**src/rtl/tank_motion.sv**
```systemverilog
// tank_motion: per-player tank movement controller, stepped once per video frame.
//
// Ports
//   frame_clk          frame-rate clock, all state updates on its rising edge
//   Reset_n            asynchronous active-low reset
//   keycode0/keycode1  HID keycodes, slot 0 has priority over slot 1
//   speed_pickup       one-frame pulse, (re)loads the boost timer
//   respawn            one-frame pulse, returns the tank to centre with a spawn lock
//   barrier_collision  {up, down, left, right} blocked flags from the collision logic
//   pos_x/pos_y        tank centre
//   size               tank half-size (constant)
//   direction          00 left, 01 right, 10 down, 11 up
//   moving             position changed on the last edge
//   boost_active       boost timer non-zero
//   spawning           spawn lock active
module tank_motion #(
    parameter int unsigned X_CENTER     = 480,
    parameter int unsigned Y_CENTER     = 240,
    parameter int unsigned X_MIN        = 1,
    parameter int unsigned X_MAX        = 639,
    parameter int unsigned Y_MIN        = 1,
    parameter int unsigned Y_MAX        = 479,
    parameter int unsigned SIZE         = 8,
    parameter int unsigned KEY_LEFT     = 80,
    parameter int unsigned KEY_RIGHT    = 79,
    parameter int unsigned KEY_DOWN     = 81,
    parameter int unsigned KEY_UP       = 82,
    parameter int unsigned BASE_STEP    = 2,
    parameter int unsigned BOOST_STEP   = 3,
    parameter int unsigned RAMP_FRAMES  = 4,
    parameter int unsigned BOOST_FRAMES = 600,
    parameter int unsigned SPAWN_FRAMES = 60,
    parameter logic [1:0]  DIR_RESET    = 2'b00
) (
    input  logic       frame_clk,
    input  logic       Reset_n,
    input  logic [7:0] keycode0,
    input  logic [7:0] keycode1,
    input  logic       speed_pickup,
    input  logic       respawn,
    input  logic [3:0] barrier_collision,
    output logic [9:0] pos_x,
    output logic [9:0] pos_y,
    output logic [9:0] size,
    output logic [1:0] direction,
    output logic       moving,
    output logic       boost_active,
    output logic       spawning
);
    localparam int unsigned CntW   = $clog2(RAMP_FRAMES + 1);
    localparam int unsigned BoostW = (BOOST_FRAMES > 0) ? $clog2(BOOST_FRAMES + 1) : 1;
    localparam int unsigned SpawnW = (SPAWN_FRAMES > 0) ? $clog2(SPAWN_FRAMES + 1) : 1;

    // Lowest/highest legal centre coordinates.
    localparam logic [9:0] XLo = 10'(X_MIN + SIZE + 1);
    localparam logic [9:0] XHi = 10'(X_MAX - SIZE);
    localparam logic [9:0] YLo = 10'(Y_MIN + SIZE + 1);
    localparam logic [9:0] YHi = 10'(Y_MAX - SIZE);

    typedef enum logic [1:0] {StIdle, StRamp, StCruise, StSpawn} state_e;

    state_e              state_q, state_d;
    logic [9:0]          pos_x_q, pos_x_d, pos_y_q, pos_y_d;
    logic [1:0]          dir_q, dir_d;
    logic [CntW-1:0]     cnt_q, cnt_d, cnt_next;
    logic [BoostW-1:0]   boost_q, boost_d;
    logic [SpawnW-1:0]   spawn_q, spawn_d;
    logic                moving_q, moving_d;

    // Returns {valid, dir}.
    function automatic logic [2:0] decode_key(input logic [7:0] kc);
        logic [2:0] r;
        r = 3'b000;
        if (kc == 8'(KEY_LEFT))       r = 3'b100;
        else if (kc == 8'(KEY_RIGHT)) r = 3'b101;
        else if (kc == 8'(KEY_DOWN))  r = 3'b110;
        else if (kc == 8'(KEY_UP))    r = 3'b111;
        return r;
    endfunction

    logic [2:0]  dec0, dec1, dec;
    logic        req, blocked, locked, cruise_same;
    logic [1:0]  req_dir;
    logic [9:0]  step;
    logic [10:0] px, py, step11;

    assign dec0    = decode_key(keycode0);
    assign dec1    = decode_key(keycode1);
    assign dec     = dec0[2] ? dec0 : dec1;
    assign req     = dec[2];
    assign req_dir = dec[1:0];

    // Comparisons run at 11 bits so that pos +/- step never wraps.
    assign px     = {1'b0, pos_x_q};
    assign py     = {1'b0, pos_y_q};
    assign step11 = {1'b0, step};

    assign cruise_same = (state_q == StCruise) && (req_dir == dir_q);
    assign step = (boost_q != '0) ? 10'(BOOST_STEP) : (cruise_same ? 10'(BASE_STEP) : 10'd1);
    // The spawn lock releases on the edge where the timer runs out, so that edge may move.
    assign locked   = (state_q == StSpawn) && (spawn_q > SpawnW'(1));
    // Leaving IDLE/SPAWN or turning out of CRUISE counts as the first ramp move.
    assign cnt_next = (state_q == StRamp) ? cnt_q + CntW'(1) : CntW'(1);

    always_comb begin
        blocked = 1'b0;
        unique case (req_dir)
            2'b00: blocked = barrier_collision[1] || (px < {1'b0, XLo});
            2'b01: blocked = barrier_collision[0] || (px >= {1'b0, XHi});
            2'b10: blocked = barrier_collision[2] || (py >= {1'b0, YHi});
            2'b11: blocked = barrier_collision[3] || (py < {1'b0, YLo});
        endcase
    end

    always_comb begin
        state_d  = state_q;
        pos_x_d  = pos_x_q;
        pos_y_d  = pos_y_q;
        dir_d    = dir_q;
        cnt_d    = cnt_q;
        boost_d  = boost_q;
        spawn_d  = spawn_q;
        moving_d = 1'b0;

        if (respawn) begin
            // A pickup in the same frame is intentionally dropped.
            state_d = StSpawn;
            pos_x_d = 10'(X_CENTER);
            pos_y_d = 10'(Y_CENTER);
            dir_d   = DIR_RESET;
            cnt_d   = '0;
            boost_d = '0;
            spawn_d = SpawnW'(SPAWN_FRAMES);
        end else begin
            if (speed_pickup) begin
                boost_d = BoostW'(BOOST_FRAMES);
            end else if (boost_q != '0) begin
                boost_d = boost_q - BoostW'(1);
            end
            if (spawn_q != '0) begin
                spawn_d = spawn_q - SpawnW'(1);
            end

            if (!locked) begin
                if (!req) begin
                    state_d = StIdle;
                    cnt_d   = '0;
                end else begin
                    dir_d = req_dir;
                    if (blocked) begin
                        state_d = StIdle;
                        cnt_d   = '0;
                    end else begin
                        if (cruise_same) begin
                            state_d = StCruise;
                        end else begin
                            cnt_d   = cnt_next;
                            state_d = (cnt_next >= CntW'(RAMP_FRAMES)) ? StCruise : StRamp;
                        end
                        unique case (req_dir)
                            2'b00: pos_x_d = (px < {1'b0, XLo} + step11) ? XLo : pos_x_q - step;
                            2'b01: pos_x_d = (px + step11 > {1'b0, XHi}) ? XHi : pos_x_q + step;
                            2'b10: pos_y_d = (py + step11 > {1'b0, YHi}) ? YHi : pos_y_q + step;
                            2'b11: pos_y_d = (py < {1'b0, YLo} + step11) ? YLo : pos_y_q - step;
                        endcase
                    end
                end
            end
            // A clamped move that lands where it started does not count as moving.
            moving_d = (pos_x_d != pos_x_q) || (pos_y_d != pos_y_q);
        end
    end

    always_ff @(posedge frame_clk or negedge Reset_n) begin
        if (!Reset_n) begin
            state_q  <= StIdle;
            pos_x_q  <= 10'(X_CENTER);
            pos_y_q  <= 10'(Y_CENTER);
            dir_q    <= DIR_RESET;
            cnt_q    <= '0;
            boost_q  <= '0;
            spawn_q  <= '0;
            moving_q <= 1'b0;
        end else begin
            state_q  <= state_d;
            pos_x_q  <= pos_x_d;
            pos_y_q  <= pos_y_d;
            dir_q    <= dir_d;
            cnt_q    <= cnt_d;
            boost_q  <= boost_d;
            spawn_q  <= spawn_d;
            moving_q <= moving_d;
        end
    end

    assign pos_x        = pos_x_q;
    assign pos_y        = pos_y_q;
    assign size         = 10'(SIZE);
    assign direction    = dir_q;
    assign moving       = moving_q;
    assign boost_active = (boost_q != '0);
    assign spawning     = (state_q == StSpawn);

endmodule

```
**config.mk**
```make
export PLATFORM = sky130hd
export DESIGN_NAME = tank_motion
export DESIGN_NICKNAME = d
export VERILOG_FILES = /design/src/rtl/tank_motion.sv
export SDC_FILE = /design/constraint.sdc
export NUM_CORES = 1
export LEC_CHECK = 0
export BUFFER_PORTS_ARGS = -buffer_cell sky130_fd_sc_hd__buf_2
export CORE_ASPECT_RATIO = 0.9
export CORE_MARGIN = 8
export CORE_UTILIZATION = 60
export DETAILED_ROUTE_END_ITERATION = 10
export PLACE_DENSITY = 0.92
export SLEW_MARGIN = 10
export SYNTH_ARGS = -nofsm -noshare
export SYNTH_HDL_FRONTEND = slang
export SYNTH_SLANG_ARGS = --single-unit
export TNS_END_PERCENT = 100
```
**constraint.sdc**
```tcl
create_clock -name frame_clk -period 10.65 [get_ports frame_clk]
set_input_delay 0.5325 -clock frame_clk [delete_from_list [all_inputs] [get_ports frame_clk]]
set_output_delay 0.5325 -clock frame_clk [all_outputs]
set_load 0.03 [all_outputs]
```
-- After elaboration in Yosys (flattened, before gate mapping)
Index checks and enable logic that the tools add are counted.
W data, S select, Z words.
- $add $sub $neg: 10
- multiply operators: 0
- divide/modulo/power cells: 0
- $lt $le $gt $ge: 10
- equality and inequality tests: 19
- shift-type cells: 0
- multiplexer cells: 49
- bitwise operators: 0
- reduce and logical (&&, ||, !) cells: 15
- operators with widths (operator ; count):
    $mux W10 ; 17
    $eq A8 B7 Y1 const B ; 8
    $mux W3 ; 15
    $pmux W10 S2 ; 2
    $add A10 B2 Y11 ; 2
    $mux W2 ; 11
    $add A10 B2 Y10 ; 2
    $lt A10 B4 Y1 const B ; 2
    $ne A10 B10 Y1 ; 2
    $sub A10 B2 Y10 ; 2
    $mux W6 ; 2
    $gt A11 B10 Y1 const B ; 1
    $gt A11 B9 Y1 const B ; 1
    $lt A10 B11 Y1 ; 1
    $ge A10 B10 Y1 const B ; 1
    $ge A10 B9 Y1 const B ; 1
    $lt A10 B5 Y1 ; 1
    $reduce_bool A10 Y1 ; 1
    $sub A10 B1 Y10 const B ; 1
    $eq A2 B2 Y1 const B ; 4
    $gt A6 B1 Y1 const B ; 1
    $reduce_bool A6 Y1 ; 1
    $sub A6 B1 Y6 const B ; 1
    $add A4 B2 Y5 const A ; 1
    other kinds (14) ; 22
- register bits after elaboration: 44
- latch bits: 0
- RAM bits: 0
- memory bits (read-only): 0
- input bits: 24
- output and inout port bits: 35
- memories: 0

-- Longest topological paths before layout
Gate-level depths: netlist of run 1.
- word-level depth: 21
- depth in mapped cells: 23

-- Worst setup path before layout of run 1
No wires, ideal clock.
- kind: input port to flip-flop
- start: in keycode0[7]
- end: reg moving_q (netlist: moving)
- library setup time: 141 ps
- data arrival time: 5522 ps
- required time: 10509 ps
- setup slack: 4988 ps
- cell stages on the path: 20
- buffers on the path: 2
- path through: or4b_1 -> or3_1 -> buf_6 -> nand4_1 -> nand2_2 -> buf_2 -> xnor2_1 -> nor4b_1 -> nand2b_1 -> inv_1 -> fa_1 -> nand3b_1 -> xor2_1 -> o31a_1 -> a21oi_1 -> o31ai_1 -> xor2_1 -> a211o_1 -> a221oi_2 -> a311oi_1
- longest elaborated chain between the ends: 21
- elaborated cells between the ends (all ways): 47
- RTL lines (what ; RTL line ; text):
    start: declaration ; 37 ; input logic [7:0] keycode0,
    $eq A8 B7 Y1 ; 77 ; else if (kc == 8'(KEY_UP)) r = 3'b111;
    $mux W3 ; 77 ;
    $mux W3 ; 76 ; else if (kc == 8'(KEY_DOWN)) r = 3'b110;
    $mux W3 ; 75 ; else if (kc == 8'(KEY_RIGHT)) r = 3'b101;
    $mux W3 (*) ; 74 ; if (kc == 8'(KEY_LEFT)) r = 3'b100;
    $mux W3 (*) ; 89 ; assign dec = dec0[2] ? dec0 : dec1;
    $eq A2 B2 Y1 ; 98 ; assign cruise_same = (state_q == StCruise) && (req_dir == dir_q);
    $logic_and A1 B1 Y1 ; 98 ;
    (+6 left out) ; n/a ;
    $mux W10 ; 150 ; if (blocked) begin
    $mux W10 ; 145 ; if (!req) begin
    $mux W10 ; 144 ; if (!locked) begin
    $mux W10 ; 125 ; if (respawn) begin
    $ne A10 B10 Y1 ; 170 ; moving_d = (pos_x_d != pos_x_q) || (pos_y_d != pos_y_q);
    $logic_or A1 B1 Y1 (*) ; 170 ;
    $mux W1 (*) ; 125 ;
    net moving_d ; 68 ; logic moving_q, moving_d;
    end signal: assignment ; 192 ; moving_q <= moving_d;
    end: declaration ; 68 ;
The timed path passes the listed nets; every way through them passes the cells marked *. The select of a mux whose other input is x is not followed.
A chain may end at the register's enable or synchronous reset.

-- Worst setup path after layout of run 1
Same ends and word-level chain as after synthesis.

==> metrics.txt, run 1 <==
# TYPE chip_impl_metric gauge
chip_impl_info{name="setup_crit_end_kind",value="register"} 1
chip_impl_info{name="dominantRegCellSynth",value="dfrtp_1"} 1
chip_impl_metric{name="critical_path_peak_fanout",unit=""} 16
chip_impl_metric{name="cts-resized-gates",unit=""} 0
chip_impl_metric{name="detailedPlace.worstSlack",unit="ns"} 4.09
chip_impl_metric{name="timing.max_slew.rel_slack",unit="%"} 30.7
chip_impl_metric{name="synth_warnings",unit=""} 0
chip_impl_info{name="cts_root_buffer",value="clkbuf_8"} 1
chip_impl_metric{name="die_width",unit="µm"} 106
chip_impl_metric{name="worst_ep_arrival_time",unit="ns"} 6.62
chip_impl_metric{name="floorplan.core_area",unit="µm²"} 7110
chip_impl_metric{name="fin_worst_skew",unit="ns"} 0.0164
chip_impl_metric{name="cts_max_level",unit=""} 2
chip_impl_metric{name="boundaryPins",unit=""} 59
chip_impl_metric{name="syn_area_per_cell",unit="µm²"} 7.95
chip_impl_info{name="outcome",value="completed"} 1
chip_impl_metric{name="clk_pin_slew",unit="ns"} 0.10
chip_impl_metric{name="final_util",unit="%"} 65.9
chip_impl_metric{name="finalWirelength",unit="µm"} 13700
chip_impl_metric{name="netlist_area",unit="µm²"} 4420
chip_impl_info{name="commonest_non_fill_non_tap_cells_in_the_layout",value="55 x nor2_1, 48 x buf_2, 45 x nand2_1"} 1
chip_impl_metric{name="clock-sinks",unit=""} 44
chip_impl_metric{name="final_max_slew_viol_count",unit=""} 0
chip_impl_metric{name="largest_net_degree_at_the_start_of_global_routing",unit=""} 45
chip_impl_info{name="tritoncts_clock_tree",value="yes"} 1
chip_impl_metric{name="yosysUniqueCellTypes",unit=""} 83
chip_impl_metric{name="route.antenna.remaining_nets",unit=""} 0
chip_impl_info{name="critical_path_class",value="in -> reg"} 1
chip_impl_info{name="worstSetupStartpointType",value="input pin"} 1
chip_impl_metric{name="antenna-diode-count",unit=""} 0
chip_impl_metric{name="setup_viol",unit=""} 0
chip_impl_metric{name="final.setup.worst_slack",unit="ns"} 4.26
chip_impl_metric{name="maxCapViolCount",unit=""} 0
chip_impl_metric{name="power.density_cell_area",unit="nW/µm²"} 85.2
chip_impl_metric{name="netlist_instances",unit=""} 556
chip_impl_metric{name="core_rows",unit=""} 29
chip_impl_metric{name="die_height",unit="µm"} 97.4
chip_impl_info{name="setup_repair_after_global_routing_missed_its_margin",value="false"} 1
chip_impl_metric{name="timing.setup.tns",unit="ns"} 0
chip_impl_metric{name="worst_skew_pair.late_latency",unit="ns"} 0.32
chip_impl_metric{name="vdd.ir_drop.worst",unit="mV"} 0.0591
chip_impl_metric{name="timing.final.hold_violations",unit=""} 0
chip_impl_metric{name="vias_in_the_first_global_route",unit=""} 4341
chip_impl_metric{name="synth.ff_latch_count",unit=""} 44
chip_impl_metric{name="synth_seq_area_share",unit="%"} 25.1
chip_impl_metric{name="wire_per_inst",unit="µm"} 20.5
chip_impl_metric{name="layout_min_cycle_time",unit="ns"} 6.39
chip_impl_metric{name="cts_setup_buffers",unit=""} 0
chip_impl_metric{name="tightestPinTransition",unit="ns"} 1.04
chip_impl_metric{name="synthToLayoutAreaGrowth",unit="%"} 6.06
chip_impl_metric{name="leakage",unit="nW"} 1.89
chip_impl_metric{name="synth-async-reset-ratio",unit="%"} 100
chip_impl_metric{name="clock.fmax",unit="GHz"} 0.156
chip_impl_metric{name="place.detailed.hpwl",unit="µm"} 9920
chip_impl_metric{name="worst-endpoint-required",unit="ns"} 10.87
chip_impl_metric{name="number_of_buffer_cells_added_on_primary_ports",unit=""} 48
chip_impl_metric{name="layout.nets",unit=""} 621
chip_impl_metric{name="place_congestion",unit=""} 0.984
chip_impl_metric{name="ctsHoldBuffers",unit=""} 0
chip_impl_info{name="layout.cells.most_common",value="nor2_1"} 1
chip_impl_metric{name="dieArea",unit="µm²"} 10400
chip_impl_metric{name="detailedRoute.firstPassIterationCount",unit=""} 6
chip_impl_metric{name="synth_edf_count",unit=""} 0
chip_impl_metric{name="finalCritPeriodShare",unit="%"} 60.0
chip_impl_metric{name="initialDrtViolationCount",unit=""} 563
chip_impl_metric{name="antenna_found_initial",unit=""} 0
chip_impl_info{name="holdCritPathClass",value="in -> async"} 1
chip_impl_metric{name="num_vias",unit=""} 4572
chip_impl_metric{name="initial_cell_density_of_the_core",unit="%"} 62.1
chip_impl_metric{name="globalRoute.totalOverflow",unit=""} 0
chip_impl_metric{name="n_fill_cell",unit=""} 626
chip_impl_metric{name="cts_inserted_buffers",unit=""} 5
chip_impl_metric{name="total_power",unit="mW"} 0.399
chip_impl_metric{name="final_layout_size_suffix_gt1_share",unit="%"} 16.4
chip_impl_metric{name="first_pass_grt_wire_length",unit="µm"} 22100
chip_impl_metric{name="grt.total_usage",unit="%"} 25.8
chip_impl_metric{name="drc_viols",unit=""} 0
chip_impl_metric{name="ctsLongestPathBuffers",unit=""} 2
chip_impl_metric{name="detail_route.vias_per_cell",unit=""} 6.81
==> metal layers <==
metal	part of all wire, %	track usage, %	up-vias
met2	47	41.5	296
met5	0	0	-
met3	11	6.23	47
li1	-	-	2074
met1	39	32.4	2155
met4	3.1	10.3	0
==> synthesized netlist by cell type, types with 8 or more instances <==
library cell	n	area share, %
nand2_1	45	3.8
xor2_1	9	1.8
xnor2_1	15	3.0
o21ai_0	34	3.9
or3_1	13	1.8
nor3_1	22	2.5
nand3_1	15	1.7
ha_1	15	4.2
nor2_1	55	4.7
dfstp_2	8	4.8
inv_1	25	2.1
dfrtp_1	36	20
buf_4	15	2.5
nand2b_1	8	1.1
mux2i_1	9	2.0
clkbuf_1	16	1.4
a21oi_1	37	4.2
==> critical path: stages <==
cell,delay (ns)
buf_2,0.11
or4b_1,0.52
or3_1,0.42
nand4_1,0.26
nand2_2,0.31
xnor2_1,0.22
nor4b_1,0.60
nand2b_1,0.32
inv_1,0.23
fa_1,0.61
and3b_1,0.37
nand3_1,0.20
xnor2_1,0.26
o2111a_1,0.37
nor3_1,0.08
buf_4,0.21
a221o_1,0.32
o21ai_0,0.16
a222oi_1,0.18
a311oi_1,0.31
==> where the power goes <==
part	leakage [nW]	switching [mW]	total, mW	internal (mW)
clock	0.0548	0.0718	0.143	0.0709
sequential	0.548	0.00672	0.180	0.173
combinational	1.29	0.0498	0.0764	0.0266
==> through the flow <==
step	instance area [µm²]	instances	hold slack (ns)
final	4690	671	0.389
after detailed placement	4570	663	0.492
after floorplan	4450	564	0.237
after global routing	4690	671	0.474
after CTS	4690	671	0.431
after global placement	4570	663	0.481
==> worst paths after layout <==
path,start,to,slack [ns],cells past startpoint
worst max register to register,boost_q[0],moving,5.65,18
worst min register to register,cnt_q[1],cnt_q[1],0.51,1
max in group asynchronous,Reset_n,direction[1],9.62,1
min in group frame_clk,speed_pickup,boost_q[3],0.50,3
worst max-delay path,keycode0[7],moving,4.26,20
worst min-delay path,Reset_n,pos_y[8],0.39,1
==> layout make-up <==
cell class | count | area, µm² | share of cell area (%)
Multi-Input combinational cell | 452 | 3000 | 64.1
Sequential cell | 44 | 1110 | 23.7
Timing Repair Buffer | 49 | 248 | 5.29
Tap cell | 93 | 116 | 2.48
Inverter | 25 | 93.8 | 2.00
Clock buffer | 5 | 68.8 | 1.47
Clock inverter | 3 | 46.3 | 0.988
==> kinds of logic after synthesis <==
family,share of synthesized area (%)
XOR/XNOR,4.76
multiplexers,3.48
flip-flops,25.1
buffers and inverters,7.59
AO/OA/AOI/OAI,26.3
other,0.170
AND/OR/NAND/NOR,26.0
adder cells (fa/ha/maj),6.51
==> sequential cells by signal, summed over array words and instances (netlist names) <==
name / cells
boost_q: 10
pos_x: 10
pos_y: 10
spawn_q: 6
cnt_q: 3
direction: 2
state_q: 2
moving: 1
Note: power is estimated with default switching activity, not from simulation.
==> run 2: changes to the inputs <==
CORE_UTILIZATION = 54   (was 60)
PLACE_DENSITY = 0.87   (was 0.92)
clock period = 5.5 ns   (was 10.65 ns; I/O delays follow)
==> metrics.txt, run 2 (synthesis gave the netlist of run 1 again) <==
# TYPE chip_impl_metric gauge
chip_impl_info{name="outcome",value="completed"} 1
chip_impl_metric{name="detailedPlace.worstSlack",unit="ns"} 0.244
chip_impl_info{name="cells_along_the_critical_path",value="buf_2 -> or4b_1 -> or3_1 -> nand4_1 -> nand2_2 -> xnor2_1 -> nor4b_1 -> buf_4 -> nand2b_1 -> inv_1 -> fa_1 -> or2_2 -> o41ai_1 -> o31a_1 -> a21oi_1 -> buf_4 -> o31ai_1 -> xor2_1 -> a211o_1 -> a221oi_2 -> a311oi_1"} 1
chip_impl_metric{name="final.setup.worst_slack",unit="ns"} 0.468
chip_impl_metric{name="initialDrtViolationCount",unit=""} 430
chip_impl_metric{name="fin_worst_skew",unit="ns"} 0.00860
chip_impl_metric{name="die_height",unit="µm"} 102
chip_impl_metric{name="wire_per_inst",unit="µm"} 20.2
chip_impl_metric{name="finalCritPeriodShare",unit="%"} 91.5
chip_impl_metric{name="cts_max_level",unit=""} 2
chip_impl_metric{name="finalInstanceArea",unit="µm²"} 4750
chip_impl_info{name="timing.critical_path.mode_cell",value="buf_4"} 1
chip_impl_metric{name="synthToLayoutAreaGrowth",unit="%"} 7.59
chip_impl_info{name="tritoncts_clock_tree",value="yes"} 1
chip_impl_metric{name="maxCapViolCount",unit=""} 0
chip_impl_metric{name="num_vias",unit=""} 4655
chip_impl_metric{name="vdd.ir_drop.worst",unit="mV"} 0.157
chip_impl_metric{name="antenna_found_initial",unit=""} 0
chip_impl_metric{name="timing.final.hold_violations",unit=""} 0
chip_impl_metric{name="dpl-instance-area",unit="µm²"} 4650
chip_impl_metric{name="floorplan.core_area",unit="µm²"} 7990
chip_impl_metric{name="antenna-diode-count",unit=""} 0
chip_impl_metric{name="dieArea",unit="µm²"} 11300
chip_impl_metric{name="ctsHoldBuffers",unit=""} 0
chip_impl_info{name="setup_crit_end_kind",value="register"} 1
chip_impl_metric{name="globalRoute.totalOverflow",unit=""} 0
chip_impl_info{name="critical_path_class",value="in -> reg"} 1
chip_impl_info{name="setup_repair_after_global_routing_missed_its_margin",value="false"} 1
chip_impl_metric{name="setup_viol",unit=""} 0
chip_impl_metric{name="grt.total_usage",unit="%"} 23.8
chip_impl_metric{name="timing.setup.tns",unit="ns"} 0
chip_impl_metric{name="detailedRoute.firstPassIterationCount",unit=""} 8
chip_impl_metric{name="timing.max_slew.rel_slack",unit="%"} 29.6
chip_impl_metric{name="tightestPinTransition",unit="ns"} 1.06
chip_impl_metric{name="initial_cell_density_of_the_core",unit="%"} 55.3
chip_impl_metric{name="worst-endpoint-required",unit="ns"} 5.65
chip_impl_metric{name="largest_net_degree_at_the_start_of_global_routing",unit=""} 45
chip_impl_metric{name="worst_skew_pair.late_latency",unit="ns"} 0.30
chip_impl_metric{name="critical_path_peak_fanout",unit=""} 8
chip_impl_metric{name="worst_ep_arrival_time",unit="ns"} 5.19
chip_impl_metric{name="place.detailed.hpwl",unit="µm"} 10200
chip_impl_metric{name="finalWirelength",unit="µm"} 13800
chip_impl_metric{name="clk_pin_slew",unit="ns"} 0.09
chip_impl_metric{name="boundaryPins",unit=""} 59
chip_impl_info{name="cts_root_buffer",value="clkbuf_8"} 1
chip_impl_metric{name="vias_in_the_first_global_route",unit=""} 4512
chip_impl_metric{name="leakage",unit="nW"} 1.94
chip_impl_metric{name="layout_min_cycle_time",unit="ns"} 5.03
chip_impl_metric{name="cts_setup_buffers",unit=""} 0
chip_impl_metric{name="final_layout_size_suffix_gt1_share",unit="%"} 17.5
chip_impl_metric{name="number_of_buffer_cells_added_on_primary_ports",unit=""} 48
chip_impl_metric{name="cts_inserted_buffers",unit=""} 5
chip_impl_metric{name="cts-resized-gates",unit=""} 0
chip_impl_info{name="slowest_stage_cell_cp",value="fa_1"} 1
chip_impl_metric{name="first_pass_grt_wire_length",unit="µm"} 22300
chip_impl_metric{name="layout.nets",unit=""} 630
chip_impl_metric{name="clock.fmax",unit="GHz"} 0.199
chip_impl_info{name="holdCritPathClass",value="in -> async"} 1
chip_impl_metric{name="total_power",unit="mW"} 0.753
chip_impl_info{name="layout.cells.most_common",value="nor2_1"} 1
chip_impl_metric{name="route.antenna.remaining_nets",unit=""} 0
chip_impl_metric{name="clock-sinks",unit=""} 44
chip_impl_info{name="commonest_non_fill_non_tap_cells_in_the_layout",value="55 x nor2_1, 48 x buf_2, 45 x nand2_1"} 1
chip_impl_metric{name="detail_route.vias_per_cell",unit=""} 6.79
chip_impl_info{name="worstSetupStartpointType",value="input pin"} 1
chip_impl_metric{name="ctsLongestPathBuffers",unit=""} 2
chip_impl_metric{name="crit_path_max_cell_delay",unit="ns"} 0.59
chip_impl_metric{name="power.density_cell_area",unit="nW/µm²"} 158
chip_impl_metric{name="drc_viols",unit=""} 0
chip_impl_metric{name="die_width",unit="µm"} 111
chip_impl_metric{name="place_congestion",unit=""} 0.983
chip_impl_metric{name="final_max_slew_viol_count",unit=""} 0
chip_impl_metric{name="core_rows",unit=""} 31
-- run 2: cell count changes in the layout (fill, tap and decap cells not counted), sizes merged --
cell,change
buf,+9
clkbuf,+1
clkinv,+1
clkinvlp,-1
inv,-1
-- run 2: per-stage QoR --
stage / utilization (%) / instances / hold WS (ns)
final: 59.5 / 686 / 0.159
after global routing: 59.5 / 686 / 0.255
after CTS: 59.5 / 686 / 0.181
after detailed placement: 58.2 / 678 / 0.490
after global placement: 58.2 / 678 / 0.483
after floorplan: - / 564 / -0.0206
-- run 2: final timing paths --
check                              from         end  slack [ns]  cells after the start
min reg2reg                    cnt_q[1]    cnt_q[1]        0.51                      1
max reg2reg                  boost_q[0]      moving        0.87                     19
max                         keycode0[7]      moving        0.47                     21
min                             Reset_n    pos_y[1]        0.16                      1
max in group asynchronous       Reset_n      moving        4.69                      1
min in group frame_clk     speed_pickup  boost_q[6]        0.26                      3
-- run 2: power breakdown --
group,switching (mW),leakage [nW],internal (mW)
Combinational,0.0977,1.33,0.0542
Clock,0.117,0.0552,0.135
Sequential,0.0131,0.548,0.336
Total,0.228,1.94,0.525
-- run 2: layout make-up --
type,count,area [µm²]
multi-input cells,452,3000
flip-flops and latches,44,1110
well taps,99,124
clock buffers,6,72.6
repair buffers,58,315
fillers,743,3240
clock inverters,2,35.0
inverters,25,93.8
-- run 2: critical path: cells and delay by family --
| family | cells | cell delay, ns |
|---|---|---|
| AND/OR/NAND/NOR | 7 | 1.89 |
| AO/OA/AOI/OAI | 7 | 1.53 |
| buffers and inverters | 4 | 0.66 |
| adder cells (fa/ha/maj) | 1 | 0.59 |
| XOR/XNOR | 2 | 0.24 |
-- run 2: routing by layer --
layer / vias to the layer above / routed length, µm / GRT usage, %
met4: 0 / 539 / 12.7
met2: 290 / 6600 / 39.7
met5: - / 0 / 0
li1: 2097 / - / -
met3: 54 / 1180 / 3.93
met1: 2214 / 5520 / 29.1
==> run 3: changes to the inputs <==
CORE_UTILIZATION = 41   (was 54)
PLACE_DENSITY = 0.71   (was 0.87)
==> metrics.txt, run 3 (synthesis gave the netlist of run 1 again) <==
# TYPE chip_impl_metric gauge
chip_impl_metric{name="place_congestion",unit=""} 1.01
chip_impl_metric{name="initialDrtViolationCount",unit=""} 543
chip_impl_metric{name="timing.max_slew.rel_slack",unit="%"} 30.2
chip_impl_metric{name="route.antenna.remaining_nets",unit=""} 0
chip_impl_metric{name="grt.total_usage",unit="%"} 19.1
chip_impl_info{name="setup_repair_after_global_routing_missed_its_margin",value="false"} 1
chip_impl_metric{name="timing.setup.tns",unit="ns"} 0
chip_impl_metric{name="floorplan.core_area",unit="µm²"} 10700
chip_impl_metric{name="wire_per_inst",unit="µm"} 19.1
chip_impl_metric{name="rrSetupSlack",unit="ns"} 0.74
chip_impl_metric{name="ctsHoldBuffers",unit=""} 0
chip_impl_metric{name="worst-endpoint-required",unit="ns"} 5.65
chip_impl_metric{name="worst_r2r_path_depth",unit=""} 20
chip_impl_metric{name="leakage",unit="nW"} 1.95
chip_impl_metric{name="fin_worst_skew",unit="ns"} 0.00645
chip_impl_metric{name="ctsLongestPathBuffers",unit=""} 2
chip_impl_metric{name="core_rows",unit=""} 36
chip_impl_metric{name="maxCapViolCount",unit=""} 0
chip_impl_metric{name="finalCritPeriodShare",unit="%"} 93.2
chip_impl_metric{name="boundaryPins",unit=""} 59
chip_impl_info{name="holdCritPathClass",value="in -> async"} 1
chip_impl_info{name="worstReg2RegStart",value="boost_q[0]"} 1
chip_impl_metric{name="detailedPlace.worstSlack",unit="ns"} 0.182
chip_impl_metric{name="first_pass_grt_wire_length",unit="µm"} 22500
chip_impl_metric{name="die_height",unit="µm"} 114
chip_impl_info{name="timing.critical_path.mode_cell",value="nand2_1"} 1
chip_impl_metric{name="timing.final.hold_violations",unit=""} 0
chip_impl_metric{name="cts_inserted_buffers",unit=""} 5
chip_impl_info{name="outcome",value="completed"} 1
chip_impl_info{name="critPathTopFamily",value="simple AND/OR/NAND/NOR gates"} 1
chip_impl_info{name="slowest_stage_cell_cp",value="or4b_1"} 1
chip_impl_info{name="cts_root_buffer",value="clkbuf_16"} 1
chip_impl_metric{name="detailedRoute.firstPassIterationCount",unit=""} 5
chip_impl_metric{name="cts-resized-gates",unit=""} 0
chip_impl_metric{name="initial_cell_density_of_the_core",unit="%"} 41.4
chip_impl_info{name="critical_path_class",value="in -> reg"} 1
chip_impl_info{name="cells_along_the_critical_path",value="buf_2 -> or4b_1 -> or3_1 -> nand4_1 -> nand2_2 -> xnor2_1 -> nor4b_1 -> nand2_1 -> ha_1 -> inv_1 -> fa_1 -> nand3b_1 -> buf_4 -> o21ai_0 -> mux2i_1 -> a21oi_1 -> nor3_4 -> nand2_1 -> a32o_1 -> a222oi_1 -> a311oi_1"} 1
chip_impl_metric{name="antenna-diode-count",unit=""} 0
chip_impl_metric{name="num_vias",unit=""} 4524
chip_impl_info{name="commonest_non_fill_non_tap_cells_in_the_layout",value="55 x nor2_1, 48 x buf_2, 45 x nand2_1"} 1
chip_impl_info{name="layout.cells.most_common",value="nor2_1"} 1
chip_impl_metric{name="layout.nets",unit=""} 630
chip_impl_metric{name="vias_in_the_first_global_route",unit=""} 4456
chip_impl_metric{name="detail_route.vias_per_cell",unit=""} 6.28
chip_impl_metric{name="clk_pin_slew",unit="ns"} 0.07
chip_impl_metric{name="final_max_slew_viol_count",unit=""} 0
chip_impl_metric{name="number_of_buffer_cells_added_on_primary_ports",unit=""} 48
chip_impl_info{name="worstSetupStartpointType",value="input pin"} 1
chip_impl_metric{name="finalInstanceArea",unit="µm²"} 4840
chip_impl_metric{name="synthToLayoutAreaGrowth",unit="%"} 9.51
chip_impl_metric{name="cts_setup_buffers",unit=""} 0
chip_impl_metric{name="vdd.ir_drop.worst",unit="mV"} 0.104
chip_impl_metric{name="power.density_cell_area",unit="nW/µm²"} 167
chip_impl_metric{name="worst_skew_pair.late_latency",unit="ns"} 0.29
chip_impl_info{name="setup_crit_end_kind",value="register"} 1
chip_impl_metric{name="drc_viols",unit=""} 0
chip_impl_metric{name="layout_min_cycle_time",unit="ns"} 5.13
chip_impl_metric{name="globalRoute.totalOverflow",unit=""} 0
chip_impl_metric{name="antenna_found_initial",unit=""} 0
chip_impl_info{name="timing.rr.end",value="moving"} 1
chip_impl_metric{name="die_width",unit="µm"} 125
chip_impl_metric{name="clock.fmax",unit="GHz"} 0.195
chip_impl_info{name="tritoncts_clock_tree",value="yes"} 1
chip_impl_metric{name="largest_net_degree_at_the_start_of_global_routing",unit=""} 45
chip_impl_metric{name="final.setup.worst_slack",unit="ns"} 0.373
chip_impl_metric{name="final_layout_size_suffix_gt1_share",unit="%"} 17.5
chip_impl_metric{name="cts_max_level",unit=""} 2
chip_impl_metric{name="worst_ep_arrival_time",unit="ns"} 5.27
chip_impl_metric{name="place.detailed.hpwl",unit="µm"} 10100
chip_impl_metric{name="finalWirelength",unit="µm"} 13700
chip_impl_metric{name="n_fill_cell",unit=""} 1031
chip_impl_metric{name="path_buf_inv",unit=""} 3
chip_impl_metric{name="critical_path_peak_fanout",unit=""} 9
chip_impl_metric{name="crit_path_max_cell_delay",unit="ns"} 0.52
chip_impl_metric{name="setup_viol",unit=""} 0
chip_impl_metric{name="tightestPinTransition",unit="ns"} 1.05
chip_impl_metric{name="dieArea",unit="µm²"} 14400
chip_impl_metric{name="dpl-instance-area",unit="µm²"} 4690
chip_impl_metric{name="clock-sinks",unit=""} 44
-- run 3: cell count changes in the layout (fill, tap and decap cells not counted) --
cell / delta
clkbuf_16: +5
clkbuf_8: -4
bufinv_16: -1
clkinv_2: -1
clkinvlp_4: +1
-- run 3: worst max path at each step --
stage                      from  endpoint  slack [ns]  cells past startpoint
finish              keycode0[7]    moving        0.37                     21
global route        keycode0[7]    moving         0.1                     19
CTS                 keycode0[7]    moving        0.45                     19
detailed placement  keycode0[7]    moving        0.18                     19
global placement    keycode0[7]    moving        0.20                     19
floorplan           keycode0[7]    moving         0.1                     20
-- run 3: area by class of cell --
cell class	instances	area (µm²)	area share [%]
Clock buffer	7	143	2.95
Clock inverter	1	7.51	0.155
Inverter	25	93.8	1.94
Multi-Input combinational cell	452	3000	62.0
Sequential cell	44	1110	23.0
Tap cell	133	166	3.44
Timing Repair Buffer	58	315	6.51
-- run 3: through the flow --
stage / util, % / cells / hold WS, ns / power, mW
6_report: 45.3 / 720 / 0.175 / 0.809
5_1_grt: 45.3 / 720 / 0.280 / 0.847
4_1_cts: 45.3 / 720 / 0.231 / 0.813
3_5_place_dp: 43.9 / 712 / 0.498 / 0.505
3_3_place_gp: 43.9 / 712 / 0.483 / 0.500
2_1_floorplan: - / 564 / -0.0206 / 0.461
-- run 3: worst register-to-register path, cell delays in order, from the launching register on --
cell,delay [ns]
dfrtp_1,0.37
inv_1,0.10
ha_1,0.19
nand2_1,0.09
nor2_1,0.21
nand2_1,0.08
nor2_1,0.37
nand2_1,0.22
ha_1,0.27
inv_1,0.08
fa_1,0.34
nand3b_1,0.19
buf_4,0.15
o21ai_0,0.10
mux2i_1,0.19
a21oi_1,0.23
nor3_4,0.40
nand2_1,0.14
a32o_1,0.30
a222oi_1,0.45
a311oi_1,0.16
-- run 3: where the power goes --
group          total [mW]  internal [mW]  leakage (nW)  switching (mW)
clock               0.309          0.181        0.0701           0.128
combinational       0.151         0.0551          1.33          0.0959
sequential          0.349          0.336         0.548          0.0130
-- run 3: metal layers --
metal  up-vias  wire, µm  part of all wire [%]  track usage, %
met5         -         0                     0               0
met4         0       250                   1.8            6.16
met3        27      1010                   7.3            3.03
met2       206      6590                    48            32.9
met1      2194      5900                    43            23.8
li1       2097         -                     -               -
